==> src/rtl/cordic_sched_if.sv <==
// Request/response bundle for the CORDIC scheduler.
// Two requesters share one bus; the response carries the owner id.
interface cordic_sched_if #(
  parameter int W = 20
);
  logic [1:0]     req_valid;
  logic [1:0]     req_ready;
  logic [2*W-1:0] req_x;
  logic [2*W-1:0] req_y;
  logic [2*W-1:0] req_angle;
  logic           rsp_valid;
  logic           rsp_ready;
  logic           rsp_id;
  logic [W-1:0]   rsp_x;
  logic [W-1:0]   rsp_y;

  modport master (
    output req_valid, req_x, req_y, req_angle, rsp_ready,
    input  req_ready, rsp_valid, rsp_id, rsp_x, rsp_y
  );

  modport slave (
    input  req_valid, req_x, req_y, req_angle, rsp_ready,
    output req_ready, rsp_valid, rsp_id, rsp_x, rsp_y
  );
endinterface

==> src/rtl/cordic_sched.sv <==
// Two-requester round-robin front end for a multi-cycle CORDIC core.
// Optional quadrant folding: define CORDIC_SCHED_QUAD_FOLD_EN.
module cordic_sched #(
  parameter int W       = 20,
  parameter int LATENCY = 10
) (
  input  logic          clk,
  input  logic          rst,
  cordic_sched_if.slave bus,
  output logic [W-1:0]  core_x_in,
  output logic [W-1:0]  core_y_in,
  output logic [W-1:0]  core_angle_in,
  input  logic [W-1:0]  core_x_out,
  input  logic [W-1:0]  core_y_out,
  output logic          busy
);

  typedef enum logic [1:0] {
    IDLE,
    RUN,
    DONE
  } state_t;

  localparam int CW = $clog2(LATENCY + 1);
  localparam logic [CW-1:0] CNT_LOAD = CW'(LATENCY - 1);

  state_t        state;
  logic [CW-1:0] cnt;
  logic          ptr;
  logic [1:0]    grant;
  logic          wid;
  logic          rsp_valid_q;
  logic          rsp_id_q;
  logic [W-1:0]  rsp_x_q;
  logic [W-1:0]  rsp_y_q;
  logic [W-1:0]  sel_x;
  logic [W-1:0]  sel_y;
  logic [W-1:0]  sel_a;
  logic [W-1:0]  fx;
  logic [W-1:0]  fy;
  logic [W-1:0]  fa;

  always_comb begin
    grant = 2'b00;
    unique case (1'b1)
      (bus.req_valid == 2'b11): grant = ptr ? 2'b10 : 2'b01;
      (bus.req_valid == 2'b01): grant = 2'b01;
      (bus.req_valid == 2'b10): grant = 2'b10;
      default:                  grant = 2'b00;
    endcase
  end

  assign wid = grant[1];

  // Gated by rst so no handshake can complete on a reset edge.
  assign bus.req_ready =
    (state == IDLE && !rst) ? grant : 2'b00;

  assign sel_x = wid ? bus.req_x[2*W-1:W]
                     : bus.req_x[W-1:0];
  assign sel_y = wid ? bus.req_y[2*W-1:W]
                     : bus.req_y[W-1:0];
  assign sel_a = wid ? bus.req_angle[2*W-1:W]
                     : bus.req_angle[W-1:0];

`ifdef CORDIC_SCHED_QUAD_FOLD_EN
  localparam logic signed [W:0] Q90 =
    (W+1)'(90 << (W - 8));
  localparam logic signed [W:0] Q180 =
    (W+1)'(180 << (W - 8));

  logic signed [W:0] a_ext;

  // Rotating by a-180 and negating the vector equals rotating by a.
  always_comb begin
    a_ext = {sel_a[W-1], sel_a};
    fx    = sel_x;
    fy    = sel_y;
    fa    = sel_a;
    if (a_ext > Q90) begin
      fa = W'(a_ext - Q180);
      fx = -sel_x;
      fy = -sel_y;
    end else if (a_ext < -Q90) begin
      fa = W'(a_ext + Q180);
      fx = -sel_x;
      fy = -sel_y;
    end
  end
`else
  assign fx = sel_x;
  assign fy = sel_y;
  assign fa = sel_a;
`endif

  always_ff @(posedge clk) begin
    if (rst) begin
      state         <= IDLE;
      cnt           <= '0;
      ptr           <= 1'b0;
      rsp_valid_q   <= 1'b0;
      rsp_id_q      <= 1'b0;
      rsp_x_q       <= '0;
      rsp_y_q       <= '0;
      core_x_in     <= '0;
      core_y_in     <= '0;
      core_angle_in <= '0;
    end else begin
      unique case (state)
        IDLE: begin
          if (|bus.req_valid) begin
            core_x_in     <= fx;
            core_y_in     <= fy;
            core_angle_in <= fa;
            rsp_id_q      <= wid;
            ptr           <= ~wid;
            cnt           <= CNT_LOAD;
            state         <= RUN;
          end
        end
        RUN: begin
          if (cnt == '0) begin
            rsp_x_q     <= core_x_out;
            rsp_y_q     <= core_y_out;
            rsp_valid_q <= 1'b1;
            state       <= DONE;
          end else begin
            cnt <= cnt - CW'(1);
          end
        end
        DONE: begin
          if (bus.rsp_ready) begin
            rsp_valid_q <= 1'b0;
            state       <= IDLE;
          end
        end
        default: state <= IDLE;
      endcase
    end
  end

  assign busy          = (state != IDLE);
  assign bus.rsp_valid = rsp_valid_q;
  assign bus.rsp_id    = rsp_id_q;
  assign bus.rsp_x     = rsp_x_q;
  assign bus.rsp_y     = rsp_y_q;

endmodule
==> src/flat_wrapper.sv <==
// flat-port wrapper written by rule: the top's interface ports become plain ports
module cordic_sched_flat 
#(
  parameter int W       = 20,
  parameter int LATENCY = 10
)
  (clk, rst, core_x_in, core_y_in, core_angle_in, core_x_out, core_y_out, busy, bus_req_valid, bus_req_x, bus_req_y, bus_req_angle, bus_rsp_ready, bus_req_ready, bus_rsp_valid, bus_rsp_id, bus_rsp_x, bus_rsp_y);
  cordic_sched_if #(.W(W)) bus_i ();
  input  logic clk;
  input  logic rst;
  output logic [W-1:0] core_x_in;
  output logic [W-1:0] core_y_in;
  output logic [W-1:0] core_angle_in;
  input  logic [W-1:0] core_x_out;
  input  logic [W-1:0] core_y_out;
  output logic busy;
  input wire logic [$bits(bus_i.req_valid)-1:0] bus_req_valid;
  input wire logic [$bits(bus_i.req_x)-1:0] bus_req_x;
  input wire logic [$bits(bus_i.req_y)-1:0] bus_req_y;
  input wire logic [$bits(bus_i.req_angle)-1:0] bus_req_angle;
  input wire logic [$bits(bus_i.rsp_ready)-1:0] bus_rsp_ready;
  output wire logic [$bits(bus_i.req_ready)-1:0] bus_req_ready;
  output wire logic [$bits(bus_i.rsp_valid)-1:0] bus_rsp_valid;
  output wire logic [$bits(bus_i.rsp_id)-1:0] bus_rsp_id;
  output wire logic [$bits(bus_i.rsp_x)-1:0] bus_rsp_x;
  output wire logic [$bits(bus_i.rsp_y)-1:0] bus_rsp_y;
  assign bus_i.req_valid = bus_req_valid;
  assign bus_i.req_x = bus_req_x;
  assign bus_i.req_y = bus_req_y;
  assign bus_i.req_angle = bus_req_angle;
  assign bus_i.rsp_ready = bus_rsp_ready;
  assign bus_req_ready = bus_i.req_ready;
  assign bus_rsp_valid = bus_i.rsp_valid;
  assign bus_rsp_id = bus_i.rsp_id;
  assign bus_rsp_x = bus_i.rsp_x;
  assign bus_rsp_y = bus_i.rsp_y;
  cordic_sched #(.W(W), .LATENCY(LATENCY)) u_core (.clk(clk), .rst(rst), .bus(bus_i), .core_x_in(core_x_in), .core_y_in(core_y_in), .core_angle_in(core_angle_in), .core_x_out(core_x_out), .core_y_out(core_y_out), .busy(busy));
endmodule
==> config.mk <==
export PLATFORM = sky130hd
export DESIGN_NAME = cordic_sched_flat
export DESIGN_NICKNAME = d
export VERILOG_FILES = /design/src/rtl/cordic_sched_if.sv /design/src/rtl/cordic_sched.sv /design/src/flat_wrapper.sv
export SDC_FILE = /design/constraint.sdc
export NUM_CORES = 1
export LEC_CHECK = 0
export BUFFER_PORTS_ARGS = -buffer_cell sky130_fd_sc_hd__buf_4
export CAP_MARGIN = 20
export CORE_MARGIN = 4
export CORE_UTILIZATION = 40
export DETAILED_ROUTE_END_ITERATION = 10
export PLACE_DENSITY_LB_ADDON = 0.05
export SYNTH_ARGS = -nofsm -noshare
export SYNTH_HDL_FRONTEND = slang
export SYNTH_SLANG_ARGS = --single-unit
==> constraint.sdc <==
create_clock -name clk -period 1.95 [get_ports clk]
set_input_delay 0.2925 -clock clk [delete_from_list [all_inputs] [get_ports clk]]
set_output_delay 0.2925 -clock clk [all_outputs]
set_load 0.03 [all_outputs]
==> metrics.cfg, run 1 <==
[run_status]
outcome=finished clean

[clocking]
path_clk_slew_ns=0.07
cts_tree=done
post_cts_resized=0
cts_hold_buf=0
cts_buffers=9
clock-sinks=109
root_buffer=clkbuf_16
clockBufferDepth=2
cts_max_level=3
clk_latency_ns=0.35
post_cts_buffers=0

[setup_path]
worst-setup-path-type=flip-flop to output port
worstPathMaxFanout=24
crit_path_cell_trace=nor2_4, buf_6, and4_1, buf_4
worstPathArrival_ns=1.51
crit_family=simple AND/OR/NAND/NOR gates
startpoint=u_core.state[1]
slowest_delay_ns=0.36
r2r_cells=6
cp-start-kind=flip-flop
rrSetupSlack_ns=0.26
cp.required_ns=1.66
rr_endpoint=u_core.bus.rsp_x[13]
cp_slowest_cell=dfxtp_1
crit_buf_inv=2
setup.worst_path.end_class=output port
rr_startpoint=u_core.cnt[0]

[logic_synthesis]
synth_most_common_cell=dfxtp_1
synthTopCellsByArea=dfxtp_1 44%, a311oi_1 11%, a21oi_1 10%
synth_ff_type=dfxtp_1
synth_area_per_cell_sq_um=8.405
yosysTopAreaCellShare_pct=43.93
async_reset_ff_share_pct=0
synthCells=591
synth_area_sq_um=4967
synth_cell_type_count=34
yosysTopAreaCell=dfxtp_1
ys_seq_elements=109
synthTopCellsByCount=109 x dfxtp_1, 103 x a21oi_1, 77 x o21ai_0, 61 x nand3b_1, 60 x a311oi_1
seq_area_frac_synth_pct=43.93
synth_warnings=0
synth_fp_nets=758
synth_edf_count=0

[layout]
nNetsFinal=981
area_growth_pct=49.07
multi_input_area_sq_um=2475
design_area_sq_um=7405
drive_gt1_share_pct=38.34
fill_cells=1084
antennaDiodeCount=0
seqCellArea_sq_um=2182

[sta]
grt_setup_unrepaired=no
hold_viol_final=0
holdWs_ns=0.2018
finalSetupTns_ns=0
period_share_pct=92.68
tightestPinTransition_ns=0.4648
slew_headroom_pct=69.01
post-route-min-period_ns=1.807
fin_ws_ns=0.1428
clock_skew_ns=0.007186
slew_violations=0
setup_viol=0
fmax_ghz=0.5534

[grt]
grt_max_degree=123
antenna_found_initial=0
grt_use_total_pct=22.24
grt_pass1_wl_um=26050
grt-ovfl-total=0
grt_pass1_vias=5249

[detailed_routing]
drcViolationCount=0
final_antenna_net_count=0
drtIter0Drc=367
wl_per_cell_um=17.12
via_per_inst=5.534
via_count=5462
totalWireLength_um=16900
first_pass_iters=4

[placement]
dp_slack_ns=0.2896
portBuffers=269
placed_area_sq_um=7102
hpwlAfterDp_um=11890
gp_congestion=0.7843

[floorplanning]
die_w_um=119.4
initial_core_util_pct=41.18
row_count=40
num_io_pins=270
fp.coreArea_sq_um=12060
die_area_sq_um=14260
dieHeight_um=119.4

[power_and_ir_drop]
p_leak_nw=3.022
irDropWorstVdd_mv=0.4653
power_density_nw_per_um2=985.0
total_power_w=0.007294

[worst_hold_path]
min_delay_worst_endpoint=u_core.bus.rsp_y[3]
hold_class=input port to flip-flop
holdPathStages=3
hp-start=core_y_out[3]

[run]
cap_violations=0

## cells by family (layout without fill, tap and decap cells)
| group | count (synthesis) | count (layout) | share of synthesized area, % |
|---|---|---|---|
| AOI/OAI and AO/OA | 273 | 273 | 32.62 |
| and+or+nand+nor | 125 | 125 | 16.12 |
| DFF | 109 | 109 | 43.93 |
| buffers and inverters | 82 | 310 | 6.826 |
| adders and majority gates | 2 | 2 | 0.5037 |
## worst register-to-register path, delay by kind of cell (launching register included)
kind / cells / cell delay (ns)
buffers and inverters: 2 / 0.48
adders and majority gates: 1 / 0.18
AOI/OAI and AO/OA: 1 / 0.15
and+or+nand+nor: 2 / 0.49
DFF: 1 / 0.32
## sequential cells by signal, summed over array words and instances, names as in the netlist
name                  flops
u_core.bus.rsp_id         1
u_core.bus.rsp_valid      1
u_core.bus.rsp_x         20
u_core.bus.rsp_y         20
u_core.cnt                4
u_core.core_angle_in     20
u_core.core_x_in         20
u_core.core_y_in         20
u_core.ptr                1
u_core.state              2
## layout make-up
class | instances | area share, %
clock buffer | 10 | 3.092
clock inverter | 6 | 0.9463
inverter | 6 | 0.3042
multi-input combinational | 400 | 33.42
sequential | 109 | 29.47
tap | 168 | 2.839
timing repair buffer | 288 | 29.93
## power by group
group / total, W / leakage, nW / switching (W) / internal [W]
clock: 0.00185 / 0.136 / 0.000840 / 0.00101
sequential: 0.00272 / 0.898 / 0.000183 / 0.00254
combinational: 0.00272 / 1.99 / 0.00167 / 0.00106
total: 0.00729 / 3.02 / 0.00269 / 0.00460
## per-layer routing
layer	share of wire [%]	wire length (um)	track usage (%)
met5	0	0	0
met4	2.6	445	9.377
met3	7.6	1284	5.651
met2	53	8915	39.49
met1	37	6250	25.24
## layout by cell type (no fill, tap or decap), types with 2 or more instances in the layout
| master | count |
|---|---|
| dfxtp_1 | 109 |
| buf_12 | 4 |
| o21ai_0 | 77 |
| nand2_1 | 5 |
| inv_6 | 2 |
| clkbuf_16 | 9 |
| a311oi_1 | 60 |
| nand3_1 | 40 |
| buf_4 | 283 |
| clkinvlp_4 | 3 |
| nor2_1 | 3 |
| ha_1 | 2 |
| o21ai_1 | 25 |
| or4_1 | 2 |
| inv_2 | 3 |
| nor2_4 | 2 |
| or3_1 | 3 |
| nand3b_1 | 61 |
| a21oi_1 | 103 |
| inv_1 | 3 |
## worst max-delay path by stage
| stage | end | cells past startpoint |
|---|---|---|
| after floorplan | bus_req_ready[1] | 4 |
| after global placement | u_core.bus.rsp_x[16] | 6 |
| after detailed placement | u_core.bus.rsp_x[13] | 6 |
| after CTS | bus_req_ready[0] | 4 |
| after global routing | bus_req_ready[0] | 4 |
| final | bus_req_ready[0] | 4 |
## stage by stage
stage                     util (%)  cells
after floorplan                  -    591
after detailed placement     58.88    971
after global routing         61.39    987
after global placement       58.88    971
after CTS                    61.36    987
final                        61.39    987
Power figures use the tool's default switching activity.
==> run 2: changes to the inputs <==
Settings changed: REMOVE_ABC_BUFFERS from default to 1.
==> run 2 against run 1 <==
  * Fmax down 2.9%
  * Register-to-register slack better by 0.03 ns
  * Power up 0.95%
  * Sequential power about the same
  * Combinational power up 3%
  * Routed wire length up 6.6%
  * Critical path type unchanged
  * Final cell count up 0.20%
  * Critical path depth unchanged
  * Flip-flop and latch count unchanged
  * Clock-buffer cell count down 1
  * Non-clock buffer count up 2
  * First-iteration DRC count up 50%
==> metrics.cfg, run 2 (synthesis gave the netlist of run 1 again) <==
[grt]
grt_pass1_vias=5366  ; was 5249
grt_max_degree=69  ; was 123
grt_pass1_wl_um=27570  ; was 26050 um
grt_use_total_pct=23.62  ; was 22.24%
antenna_found_initial=0  ; unchanged
grt-ovfl-total=0  ; unchanged

[layout]
layout_common_cells=284 x buf_4, 109 x dfxtp_1, 103 x a21oi_1  ; was 283 x buf_4, 109 x dfxtp_1, 103 x a21oi_1
final_core_util_pct=61.64  ; was 61.39%
fill_cells=1110  ; was 1084
multi_input_area_sq_um=2469  ; was 2475 sq um
drive_gt1_share_pct=38.49  ; was 38.34%
seqCellArea_sq_um=2182  ; unchanged
nNetsFinal=983  ; was 981
mostFrequentLayoutCell=buf_4  ; unchanged
design_area_sq_um=7435  ; was 7405 sq um
area_growth_pct=49.67  ; was 49.07%
antennaDiodeCount=0  ; unchanged

[setup_path]
cpMostUsedCell=buf_4
rrSetupSlack_ns=0.29  ; was 0.26 ns
cp-start-kind=flip-flop  ; unchanged
worstPathArrival_ns=1.57  ; was 1.51 ns
cp.required_ns=1.66  ; about the same
endpoint=bus_req_ready[0]  ; unchanged
worst-setup-path-type=flip-flop to output port  ; unchanged
crit_family=simple AND/OR/NAND/NOR gates  ; unchanged
r2r_cells=6  ; unchanged
cp.depth=4  ; unchanged
crit_path_cell_trace=nor2_4, buf_4, and4_1, buf_4  ; was nor2_4, buf_6, and4_1, buf_4
setup.worst_path.end_class=output port  ; unchanged
worstPathMaxFanout=14  ; was 24
slowest_delay_ns=0.36  ; about the same
cp_slowest_cell=dfxtp_1  ; unchanged
crit_buf_inv=2  ; unchanged
rr_startpoint=u_core.cnt[0]  ; unchanged
rr_endpoint=u_core.bus.rsp_y[4]  ; was u_core.bus.rsp_x[13]
startpoint=u_core.state[0]  ; was u_core.state[1]

[clocking]
clk_latency_ns=0.34  ; was 0.35 ns
cts_max_level=3  ; unchanged
cts_buffers=9  ; unchanged
clock-sinks=109  ; unchanged
cts_tree=done  ; unchanged
cts_hold_buf=0  ; unchanged
post_cts_resized=0  ; unchanged
path_clk_slew_ns=0.08  ; was 0.07 ns
post_cts_buffers=0  ; unchanged
root_buffer=clkbuf_16  ; unchanged
clockBufferDepth=2  ; unchanged

[power_and_ir_drop]
power_density_nw_per_um2=990.4  ; was 985.0 nW/um^2
p_leak_nw=3.048  ; was 3.022 nW
irDropWorstVdd_mv=0.4282  ; was 0.4653 mV

[placement]
placed_area_sq_um=7136  ; was 7102 sq um
dp_slack_ns=0.3098  ; was 0.2896 ns
gp_congestion=0.7783  ; was 0.7843
portBuffers=269  ; unchanged
hpwlAfterDp_um=12700  ; was 11890 um

[sta]
period_share_pct=95.39  ; was 92.68%
tightestPinTransition_ns=0.6440  ; was 0.4648 ns
clock_skew_ns=0.005966  ; was 0.007186 ns
post-route-min-period_ns=1.860  ; was 1.807 ns
slew_headroom_pct=57.07  ; was 69.01%
setup_viol=0  ; unchanged
fin_ws_ns=0.08980  ; was 0.1428 ns
grt_setup_unrepaired=no  ; unchanged
slew_violations=0  ; unchanged
hold_viol_final=0  ; unchanged
fmax_ghz=0.5376  ; was 0.5534 GHz

[detailed_routing]
drcViolationCount=0  ; unchanged
wl_per_cell_um=18.21  ; was 17.12 um
drtIter0Drc=551  ; was 367
via_count=5603  ; was 5462
first_pass_iters=6  ; was 4
via_per_inst=5.665  ; was 5.534
top_layer=met4  ; unchanged
final_antenna_net_count=0  ; unchanged
wl_met2_um=8554  ; was 8915 um
wl_met3_um=1669  ; was 1284 um
totalWireLength_um=18010  ; was 16900 um
met1_length_um=7313  ; was 6250 um

[floorplanning]
row_count=40  ; unchanged
initial_core_util_pct=41.18  ; unchanged
dieHeight_um=119.4  ; unchanged
die_w_um=119.4  ; unchanged
fp.coreArea_sq_um=12060  ; unchanged
num_io_pins=270  ; unchanged
die_area_sq_um=14260  ; unchanged

[run]
cap_violations=0  ; unchanged

[worst_hold_path]
hold_class=input port to flip-flop  ; unchanged

[run_status]
outcome=finished clean  ; unchanged

-- run 2: layout make-up --
type | count | area share, %
Multi-Input combinational cell | 400 | 33.20
Inverter | 6 | 0.3029
Clock buffer | 9 | 3.029
Clock inverter | 7 | 0.9929
Tap cell | 168 | 2.827
Timing Repair Buffer | 290 | 30.29
Sequential cell | 109 | 29.35
-- run 2: worst min-delay path by stage --
| stage | to | depth (start not counted) | start | slack [ns] |
|---|---|---|---|---|
| CTS | u_core.bus.rsp_y[13] | 3 | core_y_out[13] | 0.19 |
| floorplan | u_core.bus.rsp_id | 1 | rst | 0.36 |
| detailed placement | u_core.bus.rsp_y[16] | 2 | u_core.bus.rsp_y[16] | 0.47 |
| global route | u_core.bus.rsp_x[13] | 3 | core_x_out[13] | 0.19 |
| finish | u_core.bus.rsp_y[13] | 3 | core_y_out[13] | 0.20 |
| global placement | u_core.bus.rsp_y[15] | 2 | u_core.bus.rsp_y[15] | 0.46 |
-- run 2: per-layer routing --
metal / GRT usage [%] / up-vias
met5: 0 / -
li1: - / 2683
met3: 6.410 / 32
met2: 39.46 / 272
met4: 8.733 / 0
met1: 29.11 / 2616
-- run 2: worst min-delay path: stages --
cell     delay, ns
buf_4         0.11
nand3_1       0.05
a21oi_1       0.05
-- run 2: through the flow --
stage | hold slack (ns) | setup TNS (ns) | power, W | std cells
2_1_floorplan | 0.3616 | -170.75 | 0.004262 | 515
3_3_place_gp | 0.4590 | 0 | 0.005506 | 973
3_5_place_dp | 0.4673 | 0 | 0.005555 | 973
4_1_cts | 0.1904 | 0 | 0.007402 | 989
5_1_grt | 0.1939 | 0 | 0.007724 | 989
6_report | 0.2045 | 0 | 0.007363 | 989
-- run 2: power by group --
part           internal, W  switching, W  leakage (nW)
clock network      0.00100      0.000852         0.146
registers          0.00254      0.000185         0.898
logic              0.00109       0.00170          2.00
==> run 3: changes to the inputs <==
--- a/config.mk
+++ b/config.mk
@@ -9,5 +9,5 @@
 export CAP_MARGIN = 20
 export CORE_MARGIN = 4
-export CORE_UTILIZATION = 40
+export CORE_UTILIZATION = 45
 export DETAILED_ROUTE_END_ITERATION = 10
 export PLACE_DENSITY_LB_ADDON = 0.05
==> constraint.sdc (replaced) <==
create_clock -name clk -period 1.95 [get_ports clk]
set_input_delay 0.2925 -clock clk [delete_from_list [all_inputs] [get_ports clk]]
set_output_delay 0.2925 -clock clk [all_outputs]
set_load 0.02 [all_outputs]
==> run 3 against run 2 <==
  * Hold slack worse by 0.045 ns
  * Core utilization up 5.5 points
  * Fmax down 1.2%
  * Flip-flop and latch count unchanged
  * Register-to-register slack worse by 0.17 ns
  * Non-clock buffer count down 5
  * Clock power down 31%
  * Combinational power down 7.9%
  * Critical endpoint unchanged
  * Cell area down 2.1%
  * First-iteration DRC count up 24%
  * Critical path type unchanged
  * Clock-buffer cell count up 1
==> metrics.cfg, run 3 (synthesis gave the netlist of run 1 again) <==
[run_status]
outcome=finished clean  ; unchanged

[floorplanning]
die_area_sq_um=12780  ; was 14260 sq um
initial_core_util_pct=45.82  ; was 41.18%
row_count=38  ; was 40
dieHeight_um=113.1  ; was 119.4 um
fp.coreArea_sq_um=10840  ; was 12060 sq um
die_w_um=113.1  ; was 119.4 um
num_io_pins=270  ; unchanged

[layout]
mostFrequentLayoutCell=buf_4  ; unchanged
layout_common_cells=276 x buf_4, 109 x dfxtp_1, 103 x a21oi_1  ; was 284 x buf_4, 109 x dfxtp_1, 103 x a21oi_1
fill_cells=933  ; was 1110
antennaDiodeCount=0  ; unchanged
final_core_util_pct=67.16  ; was 61.64%
nNetsFinal=978  ; was 983
drive_gt1_share_pct=37.99  ; was 38.49%
stdcell_count=956  ; was 989
area_growth_pct=46.57  ; was 49.67%

[run]
cap_violations=0  ; unchanged

[clocking]
clk_latency_ns=0.38  ; was 0.34 ns
cts_hold_buf=0  ; unchanged
clockBufferDepth=2  ; unchanged
cts_tree=done  ; unchanged
cts_max_level=3  ; unchanged
root_buffer=clkbuf_8  ; was clkbuf_16
post_cts_buffers=0  ; unchanged
cts_buffers=9  ; unchanged
path_clk_slew_ns=0.11  ; was 0.08 ns
clock-sinks=109  ; unchanged

[detailed_routing]
final_antenna_net_count=0  ; unchanged
drtIter0Drc=684  ; was 551
wl_per_cell_um=18.39  ; was 18.21 um
drcViolationCount=0  ; unchanged
totalWireLength_um=17580  ; was 18010 um
first_pass_iters=6  ; unchanged
via_count=5564  ; was 5603
via_per_inst=5.820  ; was 5.665

[setup_path]
cp.required_ns=1.66  ; about the same
worst-setup-path-type=flip-flop to output port  ; unchanged
crit_buf_inv=2  ; unchanged
crit_path_cell_trace=nor2_4, buf_12, and4_1, buf_4  ; was nor2_4, buf_4, and4_1, buf_4
crit_family=simple AND/OR/NAND/NOR gates  ; unchanged
setup.worst_path.end_class=output port  ; unchanged
rrSetupSlack_ns=0.12  ; was 0.29 ns
rr_endpoint=u_core.core_x_in[4]  ; was u_core.bus.rsp_y[4]
rr_startpoint=u_core.state[0]  ; was u_core.cnt[0]
r2r_cells=5  ; was 6
worstPathArrival_ns=1.59  ; was 1.57 ns
slowest_delay_ns=0.38  ; was 0.36 ns
cp_slowest_cell=dfxtp_1  ; unchanged
cp-start-kind=flip-flop  ; unchanged
worstPathMaxFanout=31  ; was 14

[sta]
post-route-min-period_ns=1.882  ; was 1.860 ns
fin_ws_ns=0.06755  ; was 0.08980 ns
tightestPinTransition_ns=0.6295  ; was 0.6440 ns
hold_viol_final=0  ; unchanged
period_share_pct=96.54  ; was 95.39%
clock_skew_ns=0.01369  ; was 0.005966 ns
slew_headroom_pct=57.94  ; was 57.07%
fmax_ghz=0.5312  ; was 0.5376 GHz
setup_viol=0  ; unchanged
slew_violations=0  ; unchanged
finalSetupTns_ns=0  ; unchanged

[power_and_ir_drop]
power_density_nw_per_um2=903.0  ; was 990.4 nW/um^2
p_leak_nw=2.983  ; was 3.048 nW
irDropWorstVdd_mv=0.4682  ; was 0.4282 mV

[grt]
grt_use_total_pct=25.06  ; was 23.62%
grt-ovfl-total=0  ; unchanged
grt_pass1_wl_um=26310  ; was 27570 um
grt_pass1_vias=5231  ; was 5366
grt_max_degree=95  ; was 69
antenna_found_initial=0  ; unchanged

[worst_hold_path]
holdPathStages=3  ; unchanged
hold_class=input port to flip-flop  ; unchanged
min_delay_worst_endpoint=u_core.bus.rsp_x[1]  ; was u_core.bus.rsp_y[13]
hp-start=core_x_out[1]  ; was core_y_out[13]

[placement]
portBuffers=269  ; unchanged
dp_cells=939  ; was 973
gp_congestion=0.8250  ; was 0.7783
hpwlAfterDp_um=12040  ; was 12700 um
dp_slack_ns=0.1782  ; was 0.3098 ns

-- run 3: changes by cell type in the layout (fill, tap and decap cells not counted), sizes merged --
cell / change
buf: -6
bufinv: -1
clkbuf: +2
-- run 3: metal layers --
metal  wire length [um]  track usage, %  part of all wire (%)
met1               6852           30.29                    39
met2               8618           42.50                    49
met3               1740           7.540                   9.9
met4                369           8.494                   2.1
met5                  0               0                     0
-- run 3: area by class of cell --
class	count	area [sq um]	share of cell area (%)
Clock buffer	10	127.6	1.753
Clock inverter	6	47.55	0.6530
Inverter	6	22.52	0.3093
Multi-Input combinational cell	400	2469	33.91
Sequential cell	109	2182	29.97
Tap cell	140	175.2	2.406
Timing Repair Buffer	285	2257	31.00
-- run 3: what timing repair did --
| action | in CTS | in global routing |
|---|---|---|
| setup endpoints to repair | 1 | 1 |
| gates resized for setup | 3 | 0 |
| pin swaps | 0 | 1 |
| gates cloned | 0 | 1 |
-- run 3: worst max path at each step --
stage | from | endpoint | slack (ns) | depth (start not counted)
4_1_cts | u_core.state[1] | bus_req_ready[0] | 0.05 | 4
3_5_place_dp | u_core.state[1] | bus_req_ready[0] | 0.18 | 4
6_report | u_core.state[0] | bus_req_ready[0] | 0.07 | 4
3_3_place_gp | u_core.state[1] | bus_req_ready[0] | 0.20 | 4
5_1_grt | u_core.state[0] | bus_req_ready[0] | -0.002 | 4
2_1_floorplan | u_core.cnt[0] | u_core.cnt[2] | -1.63 | 5
-- run 3: per-stage QoR --
| stage | hold slack [ns] | total power (W) | cell area [sq um] |
|---|---|---|---|
| floorplan | 0.3616 | 0.004040 | 4651 |
| global placement | 0.4596 | 0.005235 | 7068 |
| detailed placement | 0.4692 | 0.005289 | 7068 |
| CTS | 0.1557 | 0.006542 | 7256 |
| global route | 0.1579 | 0.006892 | 7281 |
| finish | 0.1594 | 0.006574 | 7281 |
-- run 3: worst reg2reg max path, stage by stage (launching register included) --
cell and delay [ns]:
dfxtp_1 0.38, nor2_4 0.24, inv_2 0.12, nor2_4 0.53, buf_12 0.30, a311oi_1 0.14
-- run 3: where the power goes --
| group | switching, W | internal (W) |
|---|---|---|
| logic | 0.00148 | 0.00109 |
| registers | 0.000188 | 0.00254 |
| clock network | 0.000799 | 0.000475 |
